[src/rtl/hpdcache_mshr_mt.sv]
// Multi-target MSHR: per-(set,way) line tracking with merged targets replayed on refill.
// Optional statistics counters are enabled by defining HPDCACHE_MSHR_MT_STATS_EN.
module hpdcache_mshr_mt #(
    parameter int SETS    = 4,
    parameter int WAYS    = 4,
    parameter int TARGETS = 4,
    parameter int NLINE_W = 32,
    parameter int TID_W   = 8,
    parameter int SID_W   = 3,
    parameter int WORD_W  = 3,
    localparam int SET_W  = (SETS > 1) ? $clog2(SETS) : 1,
    localparam int WAY_W  = (WAYS > 1) ? $clog2(WAYS) : 1,
    localparam int CNT_W  = $clog2(TARGETS + 1)
) (
    input  logic               clk_i,
    input  logic               rst_ni,
    output logic               empty_o,
    output logic               full_o,
    input  logic               check_i,
    input  logic [NLINE_W-1:0] check_nline_i,
    output logic               hit_o,
    output logic [WAY_W-1:0]   hit_way_o,
    output logic               merge_ok_o,
    output logic               alloc_full_o,
    input  logic               alloc_i,
    input  logic               alloc_merge_i,
    input  logic [NLINE_W-1:0] alloc_nline_i,
    input  logic [TID_W-1:0]   alloc_req_id_i,
    input  logic [SID_W-1:0]   alloc_src_id_i,
    input  logic [WORD_W-1:0]  alloc_word_i,
    input  logic               alloc_need_rsp_i,
    input  logic               alloc_is_prefetch_i,
    output logic [WAY_W-1:0]   alloc_way_o,
    input  logic               ack_i,
    input  logic [SET_W-1:0]   ack_set_i,
    input  logic [WAY_W-1:0]   ack_way_i,
    output logic               ack_busy_o,
    output logic               ack_valid_o,
    input  logic               ack_ready_i,
    output logic               ack_last_o,
    output logic [NLINE_W-1:0] ack_nline_o,
    output logic [TID_W-1:0]   ack_req_id_o,
    output logic [SID_W-1:0]   ack_src_id_o,
    output logic [WORD_W-1:0]  ack_word_o,
    output logic               ack_need_rsp_o,
    output logic               ack_is_prefetch_o,
`ifdef HPDCACHE_MSHR_MT_STATS_EN
    output logic [31:0]        stat_alloc_o,
    output logic [31:0]        stat_merge_o,
`endif
    output logic [0:0]         dbg_state_o
);
    localparam int IDX_W = (TARGETS > 1) ? $clog2(TARGETS) : 1;
    localparam int TAG_W = (SETS > 1) ? NLINE_W - SET_W : NLINE_W;
    localparam int TGT_W = TID_W + SID_W + WORD_W + 2;

    localparam logic [0:0] ST_IDLE  = 1'b0;
    localparam logic [0:0] ST_DRAIN = 1'b1;

    // Handshake: a target moves when ack_valid_o && ack_ready_i at a rising clk_i;
    // while ack_valid_o is high and ack_ready_i is low the payload is held stable.

    logic             valid [SETS][WAYS];
    logic [TAG_W-1:0] tag   [SETS][WAYS];
    logic [CNT_W-1:0] cnt   [SETS][WAYS];
    logic [TGT_W-1:0] tgt   [SETS][WAYS][TARGETS];

    logic [SET_W-1:0] chk_set;
    logic [TAG_W-1:0] chk_tag;
    logic [0:0]       state;
    logic [SET_W-1:0] drn_set;
    logic [WAY_W-1:0] drn_way;
    logic [IDX_W-1:0] drn_idx;

    logic [SET_W-1:0] check_set, alloc_set;
    logic [TAG_W-1:0] check_tag, alloc_tag;
    logic             draining, free_any, new_ok, merge_acc, ack_ok;
    logic [WAY_W-1:0] free_way;
    logic [TGT_W-1:0] payload, cur;

    assign draining = (state == ST_DRAIN);

    if (SETS > 1) begin : g_split
        assign check_set   = check_nline_i[SET_W-1:0];
        assign check_tag   = check_nline_i[NLINE_W-1:SET_W];
        assign alloc_set   = alloc_nline_i[SET_W-1:0];
        assign alloc_tag   = alloc_nline_i[NLINE_W-1:SET_W];
        assign ack_nline_o = draining ? {tag[drn_set][drn_way], drn_set} : '0;
    end else begin : g_noset
        assign check_set   = '0;
        assign check_tag   = check_nline_i;
        assign alloc_set   = '0;
        assign alloc_tag   = alloc_nline_i;
        assign ack_nline_o = draining ? tag[drn_set][drn_way] : '0;
    end

    // Descending scans so the lowest matching/free way is the last one written.
    always_comb begin
        hit_o        = 1'b0;
        hit_way_o    = '0;
        alloc_full_o = 1'b1;
        for (int w = WAYS - 1; w >= 0; w--) begin
            if (valid[chk_set][w] && (tag[chk_set][w] == chk_tag)) begin
                hit_o     = 1'b1;
                hit_way_o = WAY_W'(w);
            end
            if (!valid[chk_set][w]) alloc_full_o = 1'b0;
        end
    end

    always_comb begin
        free_any = 1'b0;
        free_way = '0;
        for (int w = WAYS - 1; w >= 0; w--) begin
            if (!valid[alloc_set][w]) begin
                free_any = 1'b1;
                free_way = WAY_W'(w);
            end
        end
    end

    always_comb begin
        empty_o = 1'b1;
        full_o  = 1'b1;
        for (int s = 0; s < SETS; s++) begin
            for (int w = 0; w < WAYS; w++) begin
                if (valid[s][w]) empty_o = 1'b0;
                else             full_o  = 1'b0;
            end
        end
    end

    assign merge_ok_o = hit_o && (cnt[chk_set][hit_way_o] < CNT_W'(TARGETS)) &&
                        !(draining && (drn_set == chk_set) && (drn_way == hit_way_o));

    assign new_ok      = alloc_i && !alloc_merge_i && free_any;
    assign merge_acc   = alloc_i && alloc_merge_i && merge_ok_o;
    assign ack_ok      = ack_i && !draining && !alloc_i && valid[ack_set_i][ack_way_i];
    assign alloc_way_o = !alloc_i ? '0 : (alloc_merge_i ? hit_way_o : free_way);
    assign payload     = {alloc_req_id_i, alloc_src_id_i, alloc_word_i,
                          alloc_need_rsp_i, alloc_is_prefetch_i};

    assign ack_busy_o  = draining;
    assign ack_valid_o = draining;
    assign ack_last_o  = draining &&
                         (CNT_W'(drn_idx) == cnt[drn_set][drn_way] - CNT_W'(1));
    assign cur         = draining ? tgt[drn_set][drn_way][drn_idx] : '0;
    assign {ack_req_id_o, ack_src_id_o, ack_word_o, ack_need_rsp_o, ack_is_prefetch_o} = cur;
    assign dbg_state_o = state;

    always_ff @(posedge clk_i or negedge rst_ni) begin
        if (!rst_ni) begin
            for (int s = 0; s < SETS; s++) begin
                for (int w = 0; w < WAYS; w++) begin
                    valid[s][w] <= 1'b0;
                    tag[s][w]   <= '0;
                    cnt[s][w]   <= '0;
                end
            end
            chk_set <= '0;
            chk_tag <= '0;
            state   <= ST_IDLE;
            drn_set <= '0;
            drn_way <= '0;
            drn_idx <= '0;
        end else begin
            // An alloc in the same cycle wins; the previous check stays registered.
            if (check_i && !alloc_i) begin
                chk_set <= check_set;
                chk_tag <= check_tag;
            end
            if (new_ok) begin
                valid[alloc_set][free_way] <= 1'b1;
                tag[alloc_set][free_way]   <= alloc_tag;
                cnt[alloc_set][free_way]   <= CNT_W'(1);
            end
            if (merge_acc) begin
                cnt[chk_set][hit_way_o] <= cnt[chk_set][hit_way_o] + CNT_W'(1);
            end
            case (state)
                ST_IDLE: begin
                    if (ack_ok) begin
                        state   <= ST_DRAIN;
                        drn_set <= ack_set_i;
                        drn_way <= ack_way_i;
                        drn_idx <= '0;
                    end
                end
                default: begin
                    if (ack_ready_i) begin
                        if (ack_last_o) begin
                            valid[drn_set][drn_way] <= 1'b0;
                            cnt[drn_set][drn_way]   <= '0;
                            state                   <= ST_IDLE;
                        end else begin
                            drn_idx <= drn_idx + IDX_W'(1);
                        end
                    end
                end
            endcase
        end
    end

    // Target payloads need no reset: they are only visible while draining a valid entry.
    always_ff @(posedge clk_i) begin
        if (new_ok) tgt[alloc_set][free_way][0] <= payload;
        if (merge_acc) tgt[chk_set][hit_way_o][cnt[chk_set][hit_way_o][IDX_W-1:0]] <= payload;
    end

`ifdef HPDCACHE_MSHR_MT_STATS_EN
    always_ff @(posedge clk_i or negedge rst_ni) begin
        if (!rst_ni) begin
            stat_alloc_o <= '0;
            stat_merge_o <= '0;
        end else begin
            if (new_ok && (stat_alloc_o != '1)) stat_alloc_o <= stat_alloc_o + 32'd1;
            if (merge_acc && (stat_merge_o != '1)) stat_merge_o <= stat_merge_o + 32'd1;
        end
    end
`endif

    a_ack_busy:    assert property (@(posedge clk_i) disable iff (!rst_ni) !(ack_i && draining));
    a_ack_invalid: assert property (@(posedge clk_i) disable iff (!rst_ni)
                                    !(ack_i && !valid[ack_set_i][ack_way_i]));
    a_ack_alloc:   assert property (@(posedge clk_i) disable iff (!rst_ni) !(ack_i && alloc_i));
    a_merge_bad:   assert property (@(posedge clk_i) disable iff (!rst_ni)
                                    !(alloc_i && alloc_merge_i && !merge_ok_o));
    a_alloc_full:  assert property (@(posedge clk_i) disable iff (!rst_ni)
                                    !(alloc_i && !alloc_merge_i && !free_any));
endmodule

[config.mk]
export PLATFORM = sky130hd
export DESIGN_NAME = hpdcache_mshr_mt
export DESIGN_NICKNAME = d
export VERILOG_FILES = /design/src/rtl/hpdcache_mshr_mt.sv
export SDC_FILE = /design/constraint.sdc
export NUM_CORES = 2
export LEC_CHECK = 0
export ABC_CLOCK_PERIOD_IN_PS = 19000
export CORE_MARGIN = 2
export CORE_UTILIZATION = 47
export DETAILED_ROUTE_END_ITERATION = 10
export HOLD_SLACK_MARGIN = 0.08
export MAX_ROUTING_LAYER = met4
export PLACE_DENSITY = 0.61
export SKIP_CTS_REPAIR_TIMING = 1
export SYNTH_ARGS = -nofsm -noshare
export SYNTH_HDL_FRONTEND = slang
export SYNTH_SLANG_ARGS = --single-unit
[constraint.sdc]
create_clock -name clk_i -period 19 [get_ports clk_i]
set_input_delay 2.85 -clock clk_i [delete_from_list [all_inputs] [get_ports clk_i]]
set_output_delay 2.85 -clock clk_i [all_outputs]
set_load 0.005 [all_outputs]
# [After elaboration in Yosys (flattened, before gate mapping)]
# Memories as Yosys holds them, arrays and structs flattened.
# Cells that the tools add are included.
[classes] n_addsub=3 magnitude_cmp=18 eq_ne=9 mux=151 bitwise=19 n_reduce_logical=32
[ops] cell="$mux 256" count=4
[ops] cell="$mux 120" count=5
[ops] cell="$bmux 120 s2" count=2
[ops] cell="$bwmux 480" count=1
[ops] cell="$demux 64 s2" count=2
[ops] cell="$mux 64" count=4
[ops] cell="$reduce_or 256->1" count=1
[ops] cell="$demux 120 s2" count=1
[ops] cell="$mux 48" count=5
[ops] cell="$bmux 64 s2" count=1
[ops] cell="$mux 16" count=8
[ops] cell="$eq 30x30->1" count=4
[ops] cell="$mux 30" count=3
[ops] cell="$mux 12" count=7
[ops] cell="$demux 12 s2" count=3
[ops] cell="$bmux 30 s2" count=1
[ops] cell="$demux 30 s2" count=1
[ops] cell="$mux 1" count=54
[ops] cell="$and 48x48->48" count=1
[ops] cell="$bmux 12 s2" count=2
[ops] cell="$bwmux 48" count=1
[ops] cell="$not 48->48" count=1
[ops] cell="$and 32x32->32" count=1
[ops] cell="$bmux 16 s2" count=1
[ops] cell="31 further kinds" count=118
[totals] register_bits=583 ramBits=1024 out_inout_bits=61 mem_count=1
[mem_list] name="tgt" depth=4 width=256 read_ports=1 rd_ports_with_merged_regs=0 wr=1 line_no="66" source="logic [TGT_W-1:0] tgt [SETS][WAYS][TARGETS];"

# [Longest topological paths before layout]
[depth] depth_word=24 mapped_depth=24 mapped_depth_nobuf=16

# [Worst setup path after synthesis]
# No wires, ideal clock.
[synth_path] path_kind="reg2out" startpoint="register drn_set[0]" endpoint="output port ack_last_o" arrival_time_ns=4.256 required_time_ns=16.150 setup_slack_ns=11.894 path_stages_with_launch=14 cell_sequence="dfrtp_1 > clkbuf_1 > clkbuf_1 > clkbuf_1 > clkbuf_1 > clkbuf_1 > clkbuf_1 > mux4_2 > mux4_2 > inv_1 > ha_1 > xnor2_1 > nor3_1 > and2_1"
[synth_via] elab_chain_len=10
[synth_lines] element="from (decl)" line_no="71" source="logic [SET_W-1:0] drn_set;"
[synth_lines] element="from (signal assigned)" line_no="184" source="drn_set <= ack_set_i;"
[synth_lines] element="$not 2->3 (implied by the code)" line_no="146" source="(CNT_W'(drn_idx) == cnt[drn_set][drn_way] - CNT_W'(1));"
[synth_lines] element="$bmux 12 s2" line_no="146"
[synth_lines] element="$mux 12 (implied by the code) (2 in series)" line_no="146"
[synth_lines] element="$bmux 3 s2" line_no="146"
[synth_lines] element="$mux 3 (implied by the code) (2 in series)" line_no="146"
[synth_lines] element="$sub 3x1->3" line_no="146"
[synth_lines] element="$eq 2x3->1" line_no="146"
[synth_lines] element="$logic_and 1x1->1" line_no="145" source="assign ack_last_o = draining &&"
[synth_lines] element="to (decl)" line_no="40" source="output logic ack_last_o,"
# No other way between the ends. The select of a mux whose other input is x is not followed.

# [Worst setup path in the final report]
[layout_path] startpoint="register chk_set[1]" endpoint="output port merge_ok_o"
[layout_via] elab_chain_len=17
[layout_lines] element="from (decl)" line_no="68" source="logic [SET_W-1:0] chk_set;"
[layout_lines] element="from (signal assigned)" line_no="169" source="chk_set <= check_set;"
[layout_lines] element="$not 2->3 (implied by the code)" line_no="103, 133"
[layout_lines] element="$bmux 120 s2" line_no="103" source="if (valid[chk_set][w] && (tag[chk_set][w] == chk_tag)) begin"
[layout_lines] element="$mux 120 (implied by the code) (2 in series)" line_no="103"
[layout_lines] element="$eq 30x30->1" line_no="103"
[layout_lines] element="$logic_and 1x1->1" line_no="103"
[layout_lines] element="$mux 2 (4 in series)" line_no="103"
[layout_lines] element="$not 2->3 (implied by the code)" line_no="133" source="assign merge_ok_o = hit_o && (cnt[chk_set][hit_way_o] < CNT_W'(TARGETS)) &&"
[layout_lines] element="$bmux 3 s2" line_no="133"
[layout_lines] element="$mux 3 (implied by the code) (2 in series)" line_no="133"
[layout_lines] element="$lt 3x3->1" line_no="133"
[layout_lines] element="$logic_and 1x1->1" line_no="133"
[layout_lines] element="$logic_and 1x1->1 (*)" line_no="133"
[layout_lines] element="to (decl)" line_no="23" source="output logic merge_ok_o,"
# Every way passes the cells marked *; elsewhere a longest branch is shown, timed or not. The select of a mux whose other input is x is not followed.

==> impl_metrics.csv <==
group,metric,value,unit
grt,grt_max_degree,141,
cells_and_area,syn2layout_area_growth,12.93,%
power_and_ir_drop,p_per_area,147.5,nW/um^2
detailed_routing,drt_wl_total,211300,um
placed_design,place_congestion,0.9837,
floorplanning,die-height,397.1,um
detailed_routing,drt-pass1-iter-count,6,
detailed_routing,antenna_left,0,
power_and_ir_drop,pwr-share-seq,39.0,%
clock_network,path_clk_slew,0.06,ns
timing,fmax,96.78,MHz
power_and_ir_drop,p_comb_share,33.9,%
floorplanning,io_pins,152,
logic_synthesis,synth-edff-count,1024,
min_path,min_path_cells,1,
timing,skew,0.05490,ns
logic_synthesis,synth_nets,4081,
grt,overflow,0,
detailed_routing,wl_per_cell,33.47,um
logic_synthesis,yosysWarnings,0,
timing,tightest_slew,1.264,ns
clock_network,numClockSinks,1607,
worst_setup_path,slowest_delay,0.86,ns
floorplanning,die_area,157600,sq um
logic_synthesis,netlist_instances,3985,
cells_and_area,nets,4226,
detailed_routing,drt_iter0_drc,4141,
detailed_routing,vias,40139,
grt,grt_pass1_vias,40802,
detailed_routing,via_per_inst,6.358,
placed_design,port-buffer-count,151,
logic_synthesis,synth_ff_type,"edfxtp_1",
logic_synthesis,ys_ff_latch,1607,
clock_network,cts_made_buffers,169,
power_and_ir_drop,p_switching,3.918,mW
clock_network,clk_path_buf_depth,3,
worst_setup_path,path_cells,"buf_4 -> buf_4 -> mux4_2 -> xnor2_1 -> nand4_1 -> or3_1 -> a2111o_1 -> o21a_4 -> and3_1 -> o21a_1 -> a21o_1 -> a21oi_1 -> clkdlybuf4s50_1",
cells_and_area,final_util,53.36,%
clock_network,cts_tree,"yes",
logic_synthesis,synth_top_area_cell,"edfxtp_1",
worst_setup_path,crit_required,16.15,ns
floorplanning,rows,144,
clock_network,clk_latency,0.84,ns
clock_network,h-tree-depth,4,
detailed_routing,drc,0,
floorplanning,coreArea,153700,sq um
cells_and_area,num-fill-cells,12220,
timing,drv_slew,0,
worst_setup_path,critPathCaptureType,"output port",
power_and_ir_drop,swShare,32.39,%
logic_synthesis,synth.top_cell.area_share,42.35,%
placed_design,post-place-ws,9.652,ns
timing,tns,0,ns
timing,slew_headroom,15.75,%
timing,rsz0062_at_grt,"no",
timing,hold_viol,0,
logic_synthesis,syn_area,72610,sq um
worst_setup_path,critPathMaxFanout,43,
grt,grt_pass1_wl,304100,um
worst_setup_path,cpMostUsedCell,"buf_4",
logic_synthesis,synth.distinct_cells,100,
clock_network,clockRootBuffer,"clkbuf_16",
min_path,hold_path_class,"reg2reg",
power_and_ir_drop,max-vdd-ir-drop,0.1224,mV
logic_synthesis,syn_avg_cell_area,18.22,sq um
power_and_ir_drop,p_clk_share,27.1,%
floorplanning,die_w,397.1,um
placed_design,dp_hpwl,131000,um
grt,grtUsageTotal,27.92,%
power_and_ir_drop,intPower,8.176,mW
power_and_ir_drop,leakage,29.23,nW
timing,finalCritPeriodShare,54.38,%
cells_and_area,design_area,82000,sq um
timing,setup_viol,0,
worst_setup_path,critPathKind,"reg2out",
logic_synthesis,async_flop_share,36.28,%
worst_setup_path,cp-start-kind,"register",
floorplanning,start_util,47.25,%
timing,fin_crit,10.33,ns
cells_and_area,drive_gt1_share,37.53,%
worst_setup_path,rr_worst_depth,16,
worst_setup_path,crit_path_top_delay_cell,"dfrtp_4",
logic_synthesis,yosys-top-cells-area,"edfxtp_1 42%, dfrtp_1 20%, mux4_2 19%",
run,maxCapViolCount,0,
timing,whs,0.5181,ns
placed_design,placed_area,76480,sq um
grt,antenna_found_initial,12,
logic_synthesis,yosysSeqAreaShare,62.44,%
run_status,status,"finished, final reports clean",
timing,fin_ws,8.667,ns
worst_setup_path,cp_data_arrival_time,7.48,ns
==> cells by family after synthesis <==
kind of cell	synth area share, %
AO/OA/AOI/OAI	2.178
XOR/XNOR	1.466
adder cells (fa/ha/maj)	0.08616
buffers and inverters	2.070
flip-flops	62.44
multiplexers	28.23
AND/OR/NAND/NOR	3.527
==> per-layer routing <==
metal / track usage [%] / routed length, um
met4: 10.50 / 9021
met3: 4.595 / 13650
met1: 36.79 / 85220
met2: 43.96 / 103400
met5: - / 0
==> cells in the final DEF, fill, tap and decap left out, types with 8 or more instances in the layout <==
cell,n
a211oi_1,12
a21oi_1,48
a22oi_1,8
a2bb2oi_1,13
and2_1,55
and3_1,15
buf_2,16
buf_4,119
bufinv_16,10
clkbuf_1,45
clkbuf_16,173
clkbuf_8,15
clkdlybuf4s50_1,134
clkinv_1,22
clkinv_2,17
dfrtp_1,576
diode_2,11
edfxtp_1,1024
inv_1,34
mux2_2,519
mux2i_1,100
mux4_2,600
nand2_1,70
nand2b_1,18
nand3_1,28
nand3b_1,9
nand4_1,42
nor2_1,100
nor2_2,23
nor2_4,8
nor3_1,19
nor4_1,17
o211ai_1,9
o21ai_0,24
o22ai_1,9
xnor2_1,90
xor2_1,26
==> registers in the layout, summed over array words and instances (netlist names) <==
signal and count:
ack_busy_o 1, chk_set 2, chk_tag 30, cnt 48
drn_idx 2, drn_set 2, drn_way 2, tag 480
tgt 1024, valid 16
==> critical path: cells and delay by family (launching register included) <==
family,cells,cell delay [ns]
XOR/XNOR,1,0.36
AO/OA/AOI/OAI,5,1.90
AND/OR/NAND/NOR,3,0.86
flip-flops,1,0.86
buffers and inverters,3,2.08
multiplexers,1,0.42
==> per-stage QoR <==
stage	cells	total power [mW]
2_1_floorplan	3985	7.301
3_3_place_gp	6003	8.884
3_5_place_dp	6003	8.906
4_1_cts	6302	12.19
5_1_grt	6308	12.55
6_report	6313	12.09
==> cell type report <==
cell class	instances	area [sq um]	share of cell area, %
clock inverters	66	784.5	0.9567
repair buffers	273	2390	2.914
well taps	2044	2557	3.119
multi-input cells	2045	26040	31.76
flip-flops and latches	1607	45360	55.32
inverters	34	127.6	0.1556
diodes	11	27.53	0.03357
clock buffers	233	4705	5.737
==> power groups by stage <==
stage	Sequential (mW)	Clock [mW]	Combinational [mW]
after global placement	4.77	0	4.11
after detailed placement	4.78	0	4.13
final	4.72	3.28	4.10
after CTS	4.71	3.34	4.15
after floorplan	4.45	0	2.85
after global routing	4.78	3.47	4.30
==> worst paths after layout <==
check                           start     endpoint  slack [ns]
min in group asynchronous      rst_ni     tag[250]        2.11
max in group asynchronous      rst_ni   drn_way[1]       14.29
hold reg to reg              tag[180]     tag[180]        0.52
setup / recovery           chk_set[1]   merge_ok_o        8.67
hold / removal               tag[180]     tag[180]        0.52
setup reg to reg           chk_set[1]  tgt[0][123]       10.61
==> cell usage after synthesis, drive strengths merged (8+ instances only) <==
cell and n:
nand4 42, and2 56, or2 8, dfrtp 583, nor2b 8, nor4 20, nand2b 18, mux4 600
buf 105, o211ai 9, and3 15, clkbuf 194, xnor2 92, o22ai 9, nand3 28, mux2 523
nor2 131, a211oi 13, a21oi 54, a22oi 8, edfxtp 1024, inv 34, mux2i 105, xor2 27
nand2 76, o21ai 32, a2bb2oi 13, nand3b 9, nor3 24
Power figures use the tool's default switching activity.
